$ cat config.mk
export PLATFORM = sky130hd
export DESIGN_NAME = micro_instruction_executor_flat
export DESIGN_NICKNAME = d
export VERILOG_FILES = /design/src/rtl/micro_instruction_executor_pkg.sv /design/src/rtl/micro_instruction_executor_if.sv /design/src/rtl/micro_instruction_decoder.sv /design/src/rtl/micro_instruction_executor.sv /design/src/flat_wrapper.sv
export SDC_FILE = /design/constraint.sdc
export NUM_CORES = 1
export LEC_CHECK = 0
export BUFFER_PORTS_ARGS = -buffer_cell sky130_fd_sc_hd__buf_4
export CORE_UTILIZATION = 40
export CTS_BUF_LIST = sky130_fd_sc_hd__clkbuf_4 sky130_fd_sc_hd__clkbuf_8
export CTS_CLUSTER_DIAMETER = 80
export DETAILED_ROUTE_END_ITERATION = 8
export PLACE_DENSITY = 0.68
export SYNTH_ARGS = -nofsm -noshare
export SYNTH_HDL_FRONTEND = slang
export SYNTH_SLANG_ARGS = --single-unit
$ cat constraint.sdc
create_clock -name clk -period 2.75 [get_ports clk]
set_input_delay 0.275 -clock clk [delete_from_list [all_inputs] [get_ports clk]]
set_output_delay 0.275 -clock clk [all_outputs]
set_load 0.01 [all_outputs]
$ cat src/rtl/micro_instruction_executor_pkg.sv
// rtl/micro_instruction_executor_pkg.sv - shared types and constants for the OPR micro-instruction executor
package micro_instruction_executor_pkg;

    typedef logic [11:0] word_t;

    localparam logic [2:0] OPR_OPCODE = 3'b111;

    localparam int CLA_BIT = 7;
    localparam int OSR_BIT = 2;
    localparam int HLT_BIT = 1;
    localparam int MQA_BIT = 6;
    localparam int MQL_BIT = 4;

    typedef enum logic [1:0] {
        ST_IDLE   = 2'd0,
        ST_EXEC   = 2'd1,
        ST_DONE   = 2'd2,
        ST_HALTED = 2'd3
    } exec_state_t;

endpackage

$ cat src/rtl/micro_instruction_executor_if.sv
// rtl/micro_instruction_executor_if.sv - instruction offer and result bus of the OPR executor
interface micro_instruction_executor_if;
    import micro_instruction_executor_pkg::*;

    logic        op_valid;
    logic        op_ready;
    logic [11:0] op_ir;
    word_t       ac_in;
    logic        l_in;
    word_t       sr_in;
    word_t       ac_out;
    logic        l_out;
    word_t       mq_out;
    logic        skip;
    logic        done;

    modport master (
        output op_valid, op_ir, ac_in, l_in, sr_in,
        input  op_ready, ac_out, l_out, mq_out, skip, done
    );

    modport slave (
        input  op_valid, op_ir, ac_in, l_in, sr_in,
        output op_ready, ac_out, l_out, mq_out, skip, done
    );

endinterface

$ cat src/rtl/micro_instruction_decoder.sv
// rtl/micro_instruction_decoder.sv - combinational group 1 AC/L result, group 2 skip and group flags
module micro_instruction_decoder
    import micro_instruction_executor_pkg::*;
(
    input  logic [8:0] ir,
    input  word_t      ac,
    input  logic       l,
    output word_t      g1_ac,
    output logic       g1_l,
    output logic       skip,
    output logic       is_grp1,
    output logic       is_grp2,
    output logic       is_grp3
);

    logic [12:0] v;
    logic        cond;

    always_comb begin
        is_grp1 = ~ir[8];
        is_grp2 = ir[8] & ~ir[0];
        is_grp3 = ir[8] & ir[0];

        // {L,AC} treated as one 13-bit register so IAC carry and rotates cross into L
        v = {l, ac};
        if (ir[CLA_BIT]) v[11:0] = 12'd0;
        if (ir[6])       v[12]   = 1'b0;
        if (ir[5])       v[11:0] = ~v[11:0];
        if (ir[4])       v[12]   = ~v[12];
        if (ir[0])       v       = v + 13'd1;
        if (ir[3]) begin
            v = {v[0], v[12:1]};
            if (ir[1]) v = {v[0], v[12:1]};
        end else if (ir[2]) begin
            v = {v[11:0], v[12]};
            if (ir[1]) v = {v[11:0], v[12]};
        end else if (ir[1]) begin
            v[11:0] = {v[5:0], v[11:6]};
        end
        g1_ac = v[11:0];
        g1_l  = v[12];

        // bit 3 inverts the sense: skip only when every selected condition is false
        cond = (ir[6] & ac[11]) | (ir[5] & (ac == 12'd0)) | (ir[4] & l);
        skip = is_grp2 & (ir[3] ^ cond);
    end

endmodule

$ cat src/rtl/micro_instruction_executor.sv
// rtl/micro_instruction_executor.sv - sequential OPR front end owning MQ, halt state and result registers
module micro_instruction_executor
    import micro_instruction_executor_pkg::*;
#(
    parameter logic [2:0] OPR_OPCODE      = 3'b111,
    parameter bit         HALT_ON_ILLEGAL = 1'b0
) (
    input  logic clk,
    input  logic rst,
    micro_instruction_executor_if.slave bus,
    input  logic cont,
    output logic halted,
    output logic illegal
);

    exec_state_t state_q, state_d;
    logic [8:0]  ir_q, ir_d;
    word_t       ac_q, ac_d;
    logic        l_q, l_d;
    word_t       mq_q, mq_d;
    logic        halt_req_q, halt_req_d;
    word_t       ac_out_q, ac_out_d;
    logic        l_out_q, l_out_d;
    logic        skip_q, skip_d;
    logic        illegal_q, illegal_d;

    word_t       g1_ac;
    logic        g1_l;
    logic        dec_skip;
    logic        is_grp1, is_grp2, is_grp3;
    word_t       a1;

    micro_instruction_decoder u_decoder (
        .ir      (ir_q),
        .ac      (ac_q),
        .l       (l_q),
        .g1_ac   (g1_ac),
        .g1_l    (g1_l),
        .skip    (dec_skip),
        .is_grp1 (is_grp1),
        .is_grp2 (is_grp2),
        .is_grp3 (is_grp3)
    );

    always_comb begin
        state_d    = state_q;
        ir_d       = ir_q;
        ac_d       = ac_q;
        l_d        = l_q;
        mq_d       = mq_q;
        halt_req_d = halt_req_q;
        ac_out_d   = ac_out_q;
        l_out_d    = l_out_q;
        skip_d     = skip_q;
        illegal_d  = 1'b0;
        a1         = ir_q[CLA_BIT] ? 12'd0 : ac_q;

        case (state_q)
            ST_IDLE: begin
                if (bus.op_valid) begin
                    if (bus.op_ir[11:9] == OPR_OPCODE) begin
                        ir_d    = bus.op_ir[8:0];
                        ac_d    = bus.ac_in;
                        l_d     = bus.l_in;
                        state_d = ST_EXEC;
                    end else begin
                        illegal_d = 1'b1;
                        if (HALT_ON_ILLEGAL) state_d = ST_HALTED;
                    end
                end
            end
            ST_EXEC: begin
                halt_req_d = 1'b0;
                skip_d     = 1'b0;
                l_out_d    = l_q;
                if (is_grp1) begin
                    ac_out_d = g1_ac;
                    l_out_d  = g1_l;
                end else if (is_grp2) begin
                    ac_out_d   = a1 | (ir_q[OSR_BIT] ? bus.sr_in : 12'd0);
                    skip_d     = dec_skip;
                    halt_req_d = ir_q[HLT_BIT];
                end else if (is_grp3) begin
                    // MQA together with MQL exchanges AC and MQ (SWP)
                    if (ir_q[MQL_BIT]) begin
                        ac_out_d = ir_q[MQA_BIT] ? mq_q : 12'd0;
                        mq_d     = a1;
                    end else begin
                        ac_out_d = ir_q[MQA_BIT] ? (a1 | mq_q) : a1;
                    end
                end
                state_d = ST_DONE;
            end
            ST_DONE: begin
                state_d = halt_req_q ? ST_HALTED : ST_IDLE;
            end
            ST_HALTED: begin
                if (cont) state_d = ST_IDLE;
            end
            default: state_d = ST_IDLE;
        endcase
    end

    always_ff @(posedge clk) begin
        if (rst) begin
            state_q    <= ST_IDLE;
            ir_q       <= 9'd0;
            ac_q       <= 12'd0;
            l_q        <= 1'b0;
            mq_q       <= 12'd0;
            halt_req_q <= 1'b0;
            ac_out_q   <= 12'd0;
            l_out_q    <= 1'b0;
            skip_q     <= 1'b0;
            illegal_q  <= 1'b0;
        end else begin
            state_q    <= state_d;
            ir_q       <= ir_d;
            ac_q       <= ac_d;
            l_q        <= l_d;
            mq_q       <= mq_d;
            halt_req_q <= halt_req_d;
            ac_out_q   <= ac_out_d;
            l_out_q    <= l_out_d;
            skip_q     <= skip_d;
            illegal_q  <= illegal_d;
        end
    end

    assign bus.op_ready = (state_q == ST_IDLE);
    assign bus.done     = (state_q == ST_DONE);
    assign bus.skip     = (state_q == ST_DONE) & skip_q;
    assign bus.ac_out   = ac_out_q;
    assign bus.l_out    = l_out_q;
    assign bus.mq_out   = mq_q;
    assign halted       = (state_q == ST_HALTED);
    assign illegal      = illegal_q;

endmodule

$ cat src/flat_wrapper.sv
// flat-port wrapper written by rule: the top's interface ports become plain ports
module micro_instruction_executor_flat import micro_instruction_executor_pkg::*;
#(
    parameter logic [2:0] OPR_OPCODE      = 3'b111,
    parameter bit         HALT_ON_ILLEGAL = 1'b0
)
  (clk, rst, cont, halted, illegal, bus_op_valid, bus_op_ir, bus_ac_in, bus_l_in, bus_sr_in, bus_op_ready, bus_ac_out, bus_l_out, bus_mq_out, bus_skip, bus_done);
  micro_instruction_executor_if bus_i ();
  input  logic clk;
  input  logic rst;
  input  logic cont;
  output logic halted;
  output logic illegal;
  input wire logic [$bits(bus_i.op_valid)-1:0] bus_op_valid;
  input wire logic [$bits(bus_i.op_ir)-1:0] bus_op_ir;
  input wire logic [$bits(bus_i.ac_in)-1:0] bus_ac_in;
  input wire logic [$bits(bus_i.l_in)-1:0] bus_l_in;
  input wire logic [$bits(bus_i.sr_in)-1:0] bus_sr_in;
  output wire logic [$bits(bus_i.op_ready)-1:0] bus_op_ready;
  output wire logic [$bits(bus_i.ac_out)-1:0] bus_ac_out;
  output wire logic [$bits(bus_i.l_out)-1:0] bus_l_out;
  output wire logic [$bits(bus_i.mq_out)-1:0] bus_mq_out;
  output wire logic [$bits(bus_i.skip)-1:0] bus_skip;
  output wire logic [$bits(bus_i.done)-1:0] bus_done;
  assign bus_i.op_valid = bus_op_valid;
  assign bus_i.op_ir = bus_op_ir;
  assign bus_i.ac_in = bus_ac_in;
  assign bus_i.l_in = bus_l_in;
  assign bus_i.sr_in = bus_sr_in;
  assign bus_op_ready = bus_i.op_ready;
  assign bus_ac_out = bus_i.ac_out;
  assign bus_l_out = bus_i.l_out;
  assign bus_mq_out = bus_i.mq_out;
  assign bus_skip = bus_i.skip;
  assign bus_done = bus_i.done;
  micro_instruction_executor #(.OPR_OPCODE(OPR_OPCODE), .HALT_ON_ILLEGAL(HALT_ON_ILLEGAL)) u_core (.clk(clk), .rst(rst), .bus(bus_i), .cont(cont), .halted(halted), .illegal(illegal));
endmodule
==> key figures, run 1 <==
Critical path
  • Arr. time, crit path: 2.80 ns
  • WS Path Type: flop to flop
  • CP Capture Type: flop
  • R2R setup slack: 0.14 ns
  • Crit start category: flop
  • FF-to-FF Start: u_core.ac_q[1]
  • Reg2reg end: u_core.bus.ac_out[2]
  • Crit path max fanout: 7
  • Worst EP required: 2.93 ns
  • Reg2reg path depth: 9

Floorplanning
  • Starting Density: 42.0%
  • Full die area: 0.00914 mm2
  • Die Wd: 95.6 um
  • Die height: 95.6 um
  • Rows: 33
  • IO Pins: 71
  • CORE AREA: 0.00834 mm2

Clock network
  • CTS tree: yes
  • Worst-skew pair later-pin latency: 0.32 ns
  • CTS Buffer Depth: 2
  • CTS Buf Count: 5
  • CTS H-tree lvls: 2
  • Hold buffer count at CTS: 0
  • Clk sink count: 52
  • Root Driver: clkbuf_8
  • Worst-path clk slew: 0.10 ns

Logic synthesis
  • Post-Syn Area: roughly 0.0035 mm2
  • Yosys warns: 0
  • Ranking of synthesized cells by area: dfxtp_1 30%, nand2_1 8.6%, a21oi_1 7.6%
  • Synth Area per Inst: around 7.4 um2
  • Synthesized flop and latch total: 52
  • Top FF cell, synth: dfxtp_1
  • Post-synth EDFFs: 0
  • Post-Synthesis Cells: 474
  • Distinct cells, synth: 68
  • Post-synth top area cell: dfxtp_1
  • Synth top area share: 29.7%
  • Async set or reset register ratio after synthesis: 0%
  • Seq/Total Area, Yosys: between 20% and 30%
  • Syn nets: 516

Cells and area
  • Design Area, Final: 0.00440 mm2
  • Layout Nets: 589
  • Most frequent cells in the layout: 103 x buf_4, 80 x nand2_1, 53 x a21oi_1, 51 x dfxtp_1, 45 x nor2_1
  • Final Util: 52.7%
  • Leading cell type in the layout, fill and taps excluded: buf_4
  • Diode count: 0
  • Area grow syn2layout: 25.5%
  • Share of layout cells above drive strength 1: 24.1%

Timing
  • Slew of the pin with the lowest slew margin: between 0.7 and 0.8 ns
  • Slew headroom: 47.4%
  • Setup TNS: 0 ns
  • Minimum clock period: 2.61 ns
  • Final Skew: 0.00805 ns
  • Hold Vio Cnt, Final: 0
  • Fin. max-slew vios: 0
  • Final period util: 95.1%
  • Setup Viol. Count Final: 0
  • Fmax: approximately 380 MHz
  • Fin worst setup slack: 0.135 ns
  • RSZ-0062 raised after global routing: true

Place
  • RePlAce Congestion: 0.924
  • Pre-CTS setup slack: -0.00344 ns
  • Placed wire-length estimate: approximately 9 mm
  • Port Buffers: 70
  • Placement Cell Area: 0.00425 mm2

Drt
  • Vias: 3856
  • DRC: 0
  • First-iteration detailed-routing DRC count: 204
  • 1st-pass router iterations: 5
  • Vias per Instance: between 5 and 6
  • Routed wire length: 12.1 mm
  • Final ANT Viol Nets: 0
  • WL per Instance: 18.5 um

Global route
  • Vias in the first global route: 3593
  • GRT overflow: 0
  • Met2 Track Usage GR: 44.9%
  • Gr busiest metal: met2
  • First-pass GRT wire length: 19.3 mm
  • Gr usage total: 28.2%
  • Initial antenna violation count: 0
  • Pin count of the biggest net entering global routing: 55
  • Met3 Use GR: 3.35%
  • Met1 GRT Util: roughly two fifths

Worst hold path
  • Cells on Worst Hold Path: 3
  • Hold WC Path Type: input port to flop
  • Endpoint of the worst hold path: u_core.ac_q[7]
  • Hold_sp: bus_ac_in[7]

Pwr
  • Lkg Pwr: 1.70 nW
  • Power Total: 1.49 mW
  • Peak supply drop: 0.000204 V
  • Pwr per Cell Area: 338 mW/mm2

Job
  • Max cap viols: 0

Run status
  • Outcome: finished, final reports clean
## flip-flops by register name (all words and copies together) (netlist names)
| register | count |
|---|---|
| u_core.ac_q | 12 |
| u_core.bus.ac_out | 12 |
| u_core.bus.mq_out | 12 |
| u_core.ir_q | 9 |
| u_core.state_q | 2 |
| u_core.bus.l_out | 1 |
| u_core.halt_req_q | 1 |
| u_core.illegal | 1 |
| u_core.l_q | 1 |
| u_core.skip_q | 1 |
## layout make-up
| type | count | area, um2 |
|---|---|---|
| Sequential cell | 52 | 1040 |
| Fill cell | 839 | 3940 |
| Timing Repair Buffer | 103 | 773 |
| Clock buffer | 6 | 82.6 |
| Multi-Input combinational cell | 376 | 2320 |
| Tap cell | 105 | 131 |
| Inverter | 9 | 33.8 |
| Clock inverter | 2 | 13.8 |
## report_power, final
part	internal, mW	total, mW	switching, mW
Combinational	0.103	0.218	0.115
Sequential	0.765	0.783	0.0182
Clock	0.207	0.485	0.279
Total	1.07	1.49	0.412
## worst max-delay path, stage by stage (launching register included)
cell and delay [ns]:
dfxtp_1 0.42, nand2b_1 0.13, xnor2_2 0.19, ha_1 0.17, nand2_1 0.18, or3b_1 0.44, and3b_1 0.22, o31ai_1 0.42
a221o_1 0.24, a311oi_1 0.08
## through the flow
step / hold WS (ns) / instances
detailed placement: 0.483 / 643
CTS: 0.187 / 651
global route: 0.191 / 653
floorplan: 0.399 / 474
finish: 0.192 / 653
global placement: 0.478 / 643
## logic make-up after synthesis
| group | share of synthesized area (%) |
|---|---|
| AND/OR/NAND/NOR | 29.0 |
| AO/OA/AOI/OAI | 27.7 |
| flip-flops | 29.7 |
| buffers and inverters | 5.11 |
| XOR/XNOR | 6.11 |
| multiplexers | 2.00 |
| adder cells (fa/ha/maj) | 0.357 |
## worst max path at each step
stage,start,depth (start not counted),to,slack (ns)
detailed placement,u_core.ir_q[5],8,u_core.bus.ac_out[4],-0.003
global route,u_core.ac_q[1],9,u_core.bus.ac_out[3],-0.05
global placement,u_core.ir_q[5],8,u_core.bus.ac_out[3],0.09
CTS,u_core.ac_q[1],9,u_core.bus.ac_out[4],0.01
floorplan,u_core.ir_q[5],11,u_core.bus.ac_out[3],0.04
finish,u_core.ac_q[1],9,u_core.bus.ac_out[2],0.14
## synthesized netlist by cell type (all sizes together) (5+ instances only)
master and instances:
inv 9, nor2 45, xnor2 13, o21ai 13, mux2i 7, and3 6
nand2b 9, clkbuf 33, nor2b 10, a211oi 6, a31oi 8, nor4 5
o21bai 6, xor2 8, a22oi 7, nand2 80, and2 6, dfxtp 52
nor3 10, a21oi 53, nand3 14, a221oi 5
## per-layer routing
layer | vias up | routed length [um]
met4 | 0 | 291
met2 | 157 | 5590
met5 | - | 0
met1 | 1820 | 5520
li1 | 1857 | -
met3 | 22 | 671
## repair_timing
| action | 4_1_cts | 5_1_grt |
|---|---|---|
| endpoints found under the setup margin | 2 | 12 |
| endpoints found under the hold margin | 0 | 0 |
| pin swaps | 0 | 2 |
| buffers inserted | 0 | 2 |
| resized for setup | 1 | 6 |
Note: power is estimated with default switching activity, not from simulation.
==> run 2: changes to the inputs <==
--- a/config.mk
+++ b/config.mk
@@ -6,11 +6,11 @@
 export NUM_CORES = 1
 export LEC_CHECK = 0
 export BUFFER_PORTS_ARGS = -buffer_cell sky130_fd_sc_hd__buf_4
-export CORE_UTILIZATION = 40
+export CORE_UTILIZATION = 47
 export CTS_BUF_LIST = sky130_fd_sc_hd__clkbuf_4 sky130_fd_sc_hd__clkbuf_8
 export CTS_CLUSTER_DIAMETER = 80
 export DETAILED_ROUTE_END_ITERATION = 8
-export PLACE_DENSITY = 0.68
+export PLACE_DENSITY = 0.77
 export SYNTH_ARGS = -nofsm -noshare
 export SYNTH_HDL_FRONTEND = slang
 export SYNTH_SLANG_ARGS = --single-unit
==> key figures, run 2 (synthesis gave the netlist of run 1 again) <==
Worst hold path
  • Cells on Worst Hold Path: 3 (unchanged)
  • Hold WC Path Type: input port to flop (unchanged)

Clock network
  • Worst-path clk slew: 0.10 ns (about the same)
  • CTS Buf Count: 5 (unchanged)
  • CTS Buffer Depth: 2 (unchanged)
  • Clk sink count: 52 (unchanged)
  • CTS H-tree lvls: 2 (unchanged)
  • Hold buffer count at CTS: 0 (unchanged)
  • Worst-skew pair later-pin latency: 0.32 ns (about the same)
  • CTS tree: yes (unchanged)
  • Root Driver: clkbuf_8 (unchanged)

Pwr
  • Sequential share of power: 50.8% (was 52.7%)
  • Gate power share: 13.9% (was 14.7%)
  • Clock power share: 35.3% (was 32.7%)
  • Pwr per Cell Area: 353 mW/mm2 (was 338 mW/mm2)
  • Lkg Pwr: 1.69 nW (was 1.70 nW)
  • Power Total: 1.54 mW (was 1.49 mW)
  • Peak supply drop: 0.000235 V (was 0.000204 V)
  • Switching power: 0.395 mW (was 0.412 mW)
  • Sw frac: 25.6% (was 27.7%)
  • Int Pwr: 1.15 mW (was 1.07 mW)

Global route
  • GRT overflow: 0 (unchanged)
  • Vias in the first global route: 3672 (was 3593)
  • Pin count of the biggest net entering global routing: 55 (unchanged)
  • First-pass GRT wire length: 18.7 mm (was 19.3 mm)
  • Initial antenna violation count: 0 (unchanged)
  • Gr usage total: 31.6% (was 28.2%)

Timing
  • Slew of the pin with the lowest slew margin: 0.909 ns (was 0.788 ns)
  • Setup Viol. Count Final: 0 (unchanged)
  • Minimum clock period: 2.58 ns (was 2.61 ns)
  • Slew headroom: 39.3% (was 47.4%)
  • Hold Vio Cnt, Final: 0 (unchanged)
  • Fin. max-slew vios: 0 (unchanged)
  • Final Skew: 0.0118 ns (was 0.00805 ns)
  • Fmax: 387 MHz (was 382 MHz)
  • Final period util: 93.9% (was 95.1%)
  • Fin worst setup slack: 0.168 ns (was 0.135 ns)
  • Setup TNS: 0 ns (unchanged)

Floorplanning
  • IO Pins: 71 (unchanged)
  • Die height: 88.3 um (was 95.6 um)
  • Rows: 31 (was 33)
  • Full die area: 0.00780 mm2 (was 0.00914 mm2)
  • CORE AREA: 0.00721 mm2 (was 0.00834 mm2)
  • Die Wd: 88.3 um (was 95.6 um)
  • Starting Density: 48.6% (was 42.0%)

Place
  • Pre-CTS setup slack: 0.124 ns (was -0.00344 ns)
  • RePlAce Congestion: 0.927 (was 0.924)
  • Placed wire-length estimate: 8.82 mm (was 9.05 mm)
  • Placement Cell Area: 0.00423 mm2 (was 0.00425 mm2)
  • Port Buffers: 70 (unchanged)

Job
  • Max cap viols: 0 (unchanged)

Critical path
  • Reg2reg path depth: 9 (unchanged)
  • WS Path Type: flop to flop (unchanged)
  • Crit start category: flop (unchanged)
  • Arr. time, crit path: 2.81 ns (was 2.80 ns)
  • CP Capture Type: flop (unchanged)
  • Crit path max fanout: 21 (was 7)
  • Worst EP required: 2.97 ns (was 2.93 ns)

Cells and area
  • Most frequent cells in the layout: 99 x buf_4, 79 x nand2_1, 53 x a21oi_1, 50 x dfxtp_1, 45 x nor2_1 (was 103 x buf_4, 80 x nand2_1, 53 x a21oi_1, 51 x dfxtp_1, 45 x nor2_1)
  • Share of layout cells above drive strength 1: 23.9% (was 24.1%)
  • Final Util: 60.6% (was 52.7%)
  • Design Area, Final: 0.00438 mm2 (was 0.00440 mm2)
  • Diode count: 0 (unchanged)
  • Area grow syn2layout: 24.9% (was 25.5%)
  • Fillers: 705 (was 839)
  • Layout Nets: 586 (was 589)
  • Leading cell type in the layout, fill and taps excluded: buf_4 (unchanged)

Run status
  • Outcome: finished, final reports clean (unchanged)

Drt
  • Final ANT Viol Nets: 0 (unchanged)
  • Vias per Instance: 5.93 (was 5.91)
  • Vias: 3816 (was 3856)
  • First-iteration detailed-routing DRC count: 260 (was 204)
  • Routed wire length: 11.6 mm (was 12.1 mm)
  • WL per Instance: 18.0 um (was 18.5 um)
  • DRC: 0 (unchanged)
  • 1st-pass router iterations: 4 (was 5)
-- run 2: cell types whose count changed in the layout (fill, tap and decap cells not counted), sizes merged --
cell,delta
inv,-1
bufinv,+1
buf,-3
-- run 2: final cells by class --
class,instances,area (um2),area share [%]
well taps,99,124,2.83
flip-flops and latches,52,1040,23.8
repair buffers,100,754,17.2
inverters,9,33.8,0.772
clock inverters,2,35.0,0.801
multi-input cells,376,2310,52.8
clock buffers,6,76.3,1.74
-- run 2: repair_timing --
| item | CTS | global route |
|---|---|---|
| setup endpoints to repair | 0 | 12 |
| resized for setup | 0 | 8 |
| setup buffers | 0 | 0 |
| hold endpoints to repair | 0 | 0 |
-- run 2: per-layer routing --
metal,share of wire [%],track usage [%],vias up
li1,-,-,1843
met3,6.1,4.01,23
met2,46,50.2,156
met4,2.3,11.6,0
met1,46,43.9,1794
met5,0,0,-
-- run 2: power by group through the flow --
| stage | combinational (mW) | clock (mW) | sequential (mW) |
|---|---|---|---|
| after floorplan | 0.118 | 0 | 0.794 |
| after global routing | 0.234 | 0.580 | 0.786 |
| final | 0.215 | 0.545 | 0.784 |
| after global placement | 0.211 | 0 | 0.800 |
| after detailed placement | 0.211 | 0 | 0.800 |
| after CTS | 0.212 | 0.554 | 0.783 |
-- run 2: per-stage QoR --
step,hold slack [ns],cells
detailed placement,0.494,636
floorplan,0.399,474
global placement,0.485,636
global route,0.202,644
CTS,0.200,644
finish,0.201,644
-- run 2: critical path, cell delays in order (launching register included) --
cell     delay, ns
dfxtp_1       0.43
buf_6         0.22
and2b_1       0.26
xnor2_2       0.21
or3b_1        0.43
and3b_1       0.21
o31ai_1       0.23
buf_4         0.17
nand3_1       0.08
a32o_1        0.28
-- run 2: worst paths after layout --
kind	slack, ns	end	start
worst max-delay path	0.17	u_core.bus.ac_out[3]	u_core.ir_q[7]
worst min-delay path	0.20	u_core.ir_q[5]	bus_op_ir[5]
worst max register to register	0.17	u_core.bus.ac_out[3]	u_core.ir_q[7]
worst min register to register	0.50	u_core.ac_q[0]	u_core.ac_q[0]
==> run 3: changes to the inputs <==
--- a/config.mk
+++ b/config.mk
@@ -10,7 +10,7 @@
 export CTS_BUF_LIST = sky130_fd_sc_hd__clkbuf_4 sky130_fd_sc_hd__clkbuf_8
 export CTS_CLUSTER_DIAMETER = 80
 export DETAILED_ROUTE_END_ITERATION = 8
-export PLACE_DENSITY = 0.77
+export PLACE_DENSITY = 0.74
 export SYNTH_ARGS = -nofsm -noshare
 export SYNTH_HDL_FRONTEND = slang
 export SYNTH_SLANG_ARGS = --single-unit
==> constraint.sdc (replaced) <==
create_clock -name clk -period 2.6 [get_ports clk]
set_input_delay 0.26 -clock clk [delete_from_list [all_inputs] [get_ports clk]]
set_output_delay 0.26 -clock clk [all_outputs]
set_load 0.01 [all_outputs]
==> key figures, run 3 (synthesis gave the netlist of run 1 again) <==
Drt
  • 1st-pass router iterations: 6 (was 4)
  • DRC: 0 (unchanged)
  • Final ANT Viol Nets: 0 (unchanged)
  • WL per Instance: 18.3 um (was 18.0 um)
  • First-iteration detailed-routing DRC count: 334 (was 260)
  • Vias: 3931 (was 3816)
  • Routed wire length: 12.1 mm (was 11.6 mm)
  • Vias per Instance: 5.95 (was 5.93)

Clock network
  • CTS H-tree lvls: 2 (unchanged)
  • Worst-skew pair later-pin latency: 0.32 ns (about the same)
  • CTS tree: yes (unchanged)
  • Hold buffer count at CTS: 0 (unchanged)
  • Worst-path clk slew: 0.11 ns (was 0.10 ns)
  • CTS Buf Count: 5 (unchanged)
  • Root Driver: clkbuf_8 (unchanged)
  • Clk sink count: 52 (unchanged)
  • CTS Buffer Depth: 2 (unchanged)

Floorplanning
  • Die height: 88.3 um (unchanged)
  • Die Wd: 88.3 um (unchanged)
  • Starting Density: 48.6% (unchanged)
  • CORE AREA: 0.00721 mm2 (unchanged)
  • Full die area: 0.00780 mm2 (unchanged)
  • Rows: 31 (unchanged)
  • IO Pins: 71 (unchanged)

Place
  • Port Buffers: 70 (unchanged)
  • RePlAce Congestion: 0.928 (was 0.927)
  • Cells after DPL: 652 (was 636)
  • Placed wire-length estimate: 8.95 mm (was 8.82 mm)
  • Placement Cell Area: 0.00436 mm2 (was 0.00423 mm2)

Pwr
  • Clock power share: 32.3% (was 35.3%)
  • Pwr per Cell Area: 346 mW/mm2 (was 353 mW/mm2)
  • Gate power share: 15.3% (was 13.9%)
  • Power Total: 1.58 mW (was 1.54 mW)
  • Switching power: 0.439 mW (was 0.395 mW)
  • Lkg Pwr: 1.79 nW (was 1.69 nW)
  • Sw frac: 27.8% (was 25.6%)
  • Int Pwr: 1.14 mW (was 1.15 mW)
  • Sequential share of power: 52.4% (was 50.8%)
  • Peak supply drop: 0.000278 V (was 0.000235 V)

Run status
  • Outcome: finished, final reports clean (unchanged)

Critical path
  • Arr. time, crit path: 2.74 ns (was 2.81 ns)
  • Worst EP required: 2.85 ns (was 2.97 ns)
  • Crit start category: flop (unchanged)
  • CP peak stage delay: 0.53 ns (was 0.43 ns)
  • Critical-path cell list: buf_6 -> and4bb_4 -> a211oi_4 -> or4_4 -> a211o_1 -> and3_1 -> a311o_1 -> a31oi_1 (was buf_6 -> and2b_1 -> xnor2_2 -> or3b_1 -> and3b_1 -> o31ai_1 -> buf_4 -> nand3_1 -> a32o_1)
  • WS Path Type: flop to flop (unchanged)
  • CP Capture Type: flop (unchanged)
  • Crit path max fanout: 17 (was 21)
  • CP max-delay cell: or4_4 (was dfxtp_1)

Global route
  • Pin count of the biggest net entering global routing: 55 (unchanged)
  • Vias in the first global route: 3563 (was 3672)
  • First-pass GRT wire length: 18.7 mm (unchanged)
  • Initial antenna violation count: 0 (unchanged)
  • Gr usage total: 31.6% (about the same)
  • GRT overflow: 0 (unchanged)

Timing
  • Setup Viol. Count Final: 0 (unchanged)
  • Final Skew: 0.00970 ns (was 0.0118 ns)
  • Fmax: 402 MHz (was 387 MHz)
  • Fin. max-slew vios: 0 (unchanged)
  • RSZ-0062 raised after global routing: true
  • Slew of the pin with the lowest slew margin: 0.765 ns (was 0.909 ns)
  • Final period util: 95.8% (was 93.9%)
  • Minimum clock period: 2.49 ns (was 2.58 ns)
  • Slew headroom: 49.0% (was 39.3%)
  • Hold Vio Cnt, Final: 0 (unchanged)

Cells and area
  • Leading cell type in the layout, fill and taps excluded: buf_4 (unchanged)
  • Layout Nets: 603 (was 586)
  • Final Util: 63.4% (was 60.6%)
  • Design Area, Final: 0.00457 mm2 (was 0.00438 mm2)
  • Share of layout cells above drive strength 1: 27.6% (was 23.9%)
  • Area grow syn2layout: 30.5% (was 24.9%)
  • Diode count: 0 (unchanged)
  • Most frequent cells in the layout: 115 x buf_4, 79 x nand2_1, 53 x a21oi_1, 49 x dfxtp_1, 45 x nor2_1 (was 99 x buf_4, 79 x nand2_1, 53 x a21oi_1, 50 x dfxtp_1, 45 x nor2_1)
  • Layout Cells excl Fill: 661 (was 644)

Worst hold path
  • Hold WC Path Type: input port to flop (unchanged)

Job
  • Max cap viols: 0 (unchanged)
run 3: cell types whose count changed in the layout (fill, tap and decap cells not counted), sizes merged:
| cell | change |
|---|---|
| clkinvlp | +2 |
| bufinv | -1 |
| clkinv | -1 |
| buf | +17 |
run 3: metal layers:
layer  track usage (%)  up-vias  part of all wire, %
met5                 0        -                    0
met1              44.9     1845                   45
li1                  -     1879                    -
met4              6.60        0                  1.7
met2              51.6      182                   47
met3              3.45       25                  6.6
run 3: final timing paths:
| path | cells past startpoint | slack, ns | endpoint | startpoint |
|---|---|---|---|---|
| worst min register to register | 2 | 0.50 | u_core.state_q[1] | u_core.halt_req_q |
| worst min-delay path | 3 | 0.19 | u_core.ac_q[8] | bus_ac_in[8] |
| worst max register to register | 8 | 0.11 | u_core.bus.ac_out[8] | u_core.ir_q[7] |
| worst max-delay path | 8 | 0.11 | u_core.bus.ac_out[8] | u_core.ir_q[7] |
run 3: what timing repair did:
item                       in CTS  in global routing
pin swaps                       0                  4
setup endpoints to repair       3                 11
gates resized for setup         2                 18
buffers inserted                0                  1
run 3: layout make-up:
type	instances	area (um2)
Clock buffer	6	82.6
Clock inverter	2	15.0
Fill cell	673	2640
Inverter	9	33.8
Multi-Input combinational cell	376	2380
Sequential cell	52	1050
Tap cell	99	124
Timing Repair Buffer	117	886
run 3: power groups by stage:
stage	Sequential, mW	Clock [mW]	Combinational, mW
3_5_place_dp	0.845	0	0.233
2_1_floorplan	0.839	0	0.125
5_1_grt	0.830	0.546	0.262
3_3_place_gp	0.845	0	0.232
4_1_cts	0.827	0.517	0.234
6_report	0.828	0.510	0.242
run 3: critical path: cells and delay by family (launching register included):
kind            cells  cell delay (ns)
flops               1             0.37
simple gates        3             1.07
compound gates      4             0.83
buf+inv             1             0.15
run 3: through the flow:
step                setup TNS, ns  worst slack, ns  hold WS (ns)
global placement          -0.0127          -0.0127         0.481
finish                          0            0.110         0.185
global route              -0.0560          -0.0358         0.175
floorplan                 -0.0270          -0.0150         0.384
CTS                             0          0.00758         0.178
detailed placement              0           0.0192         0.488
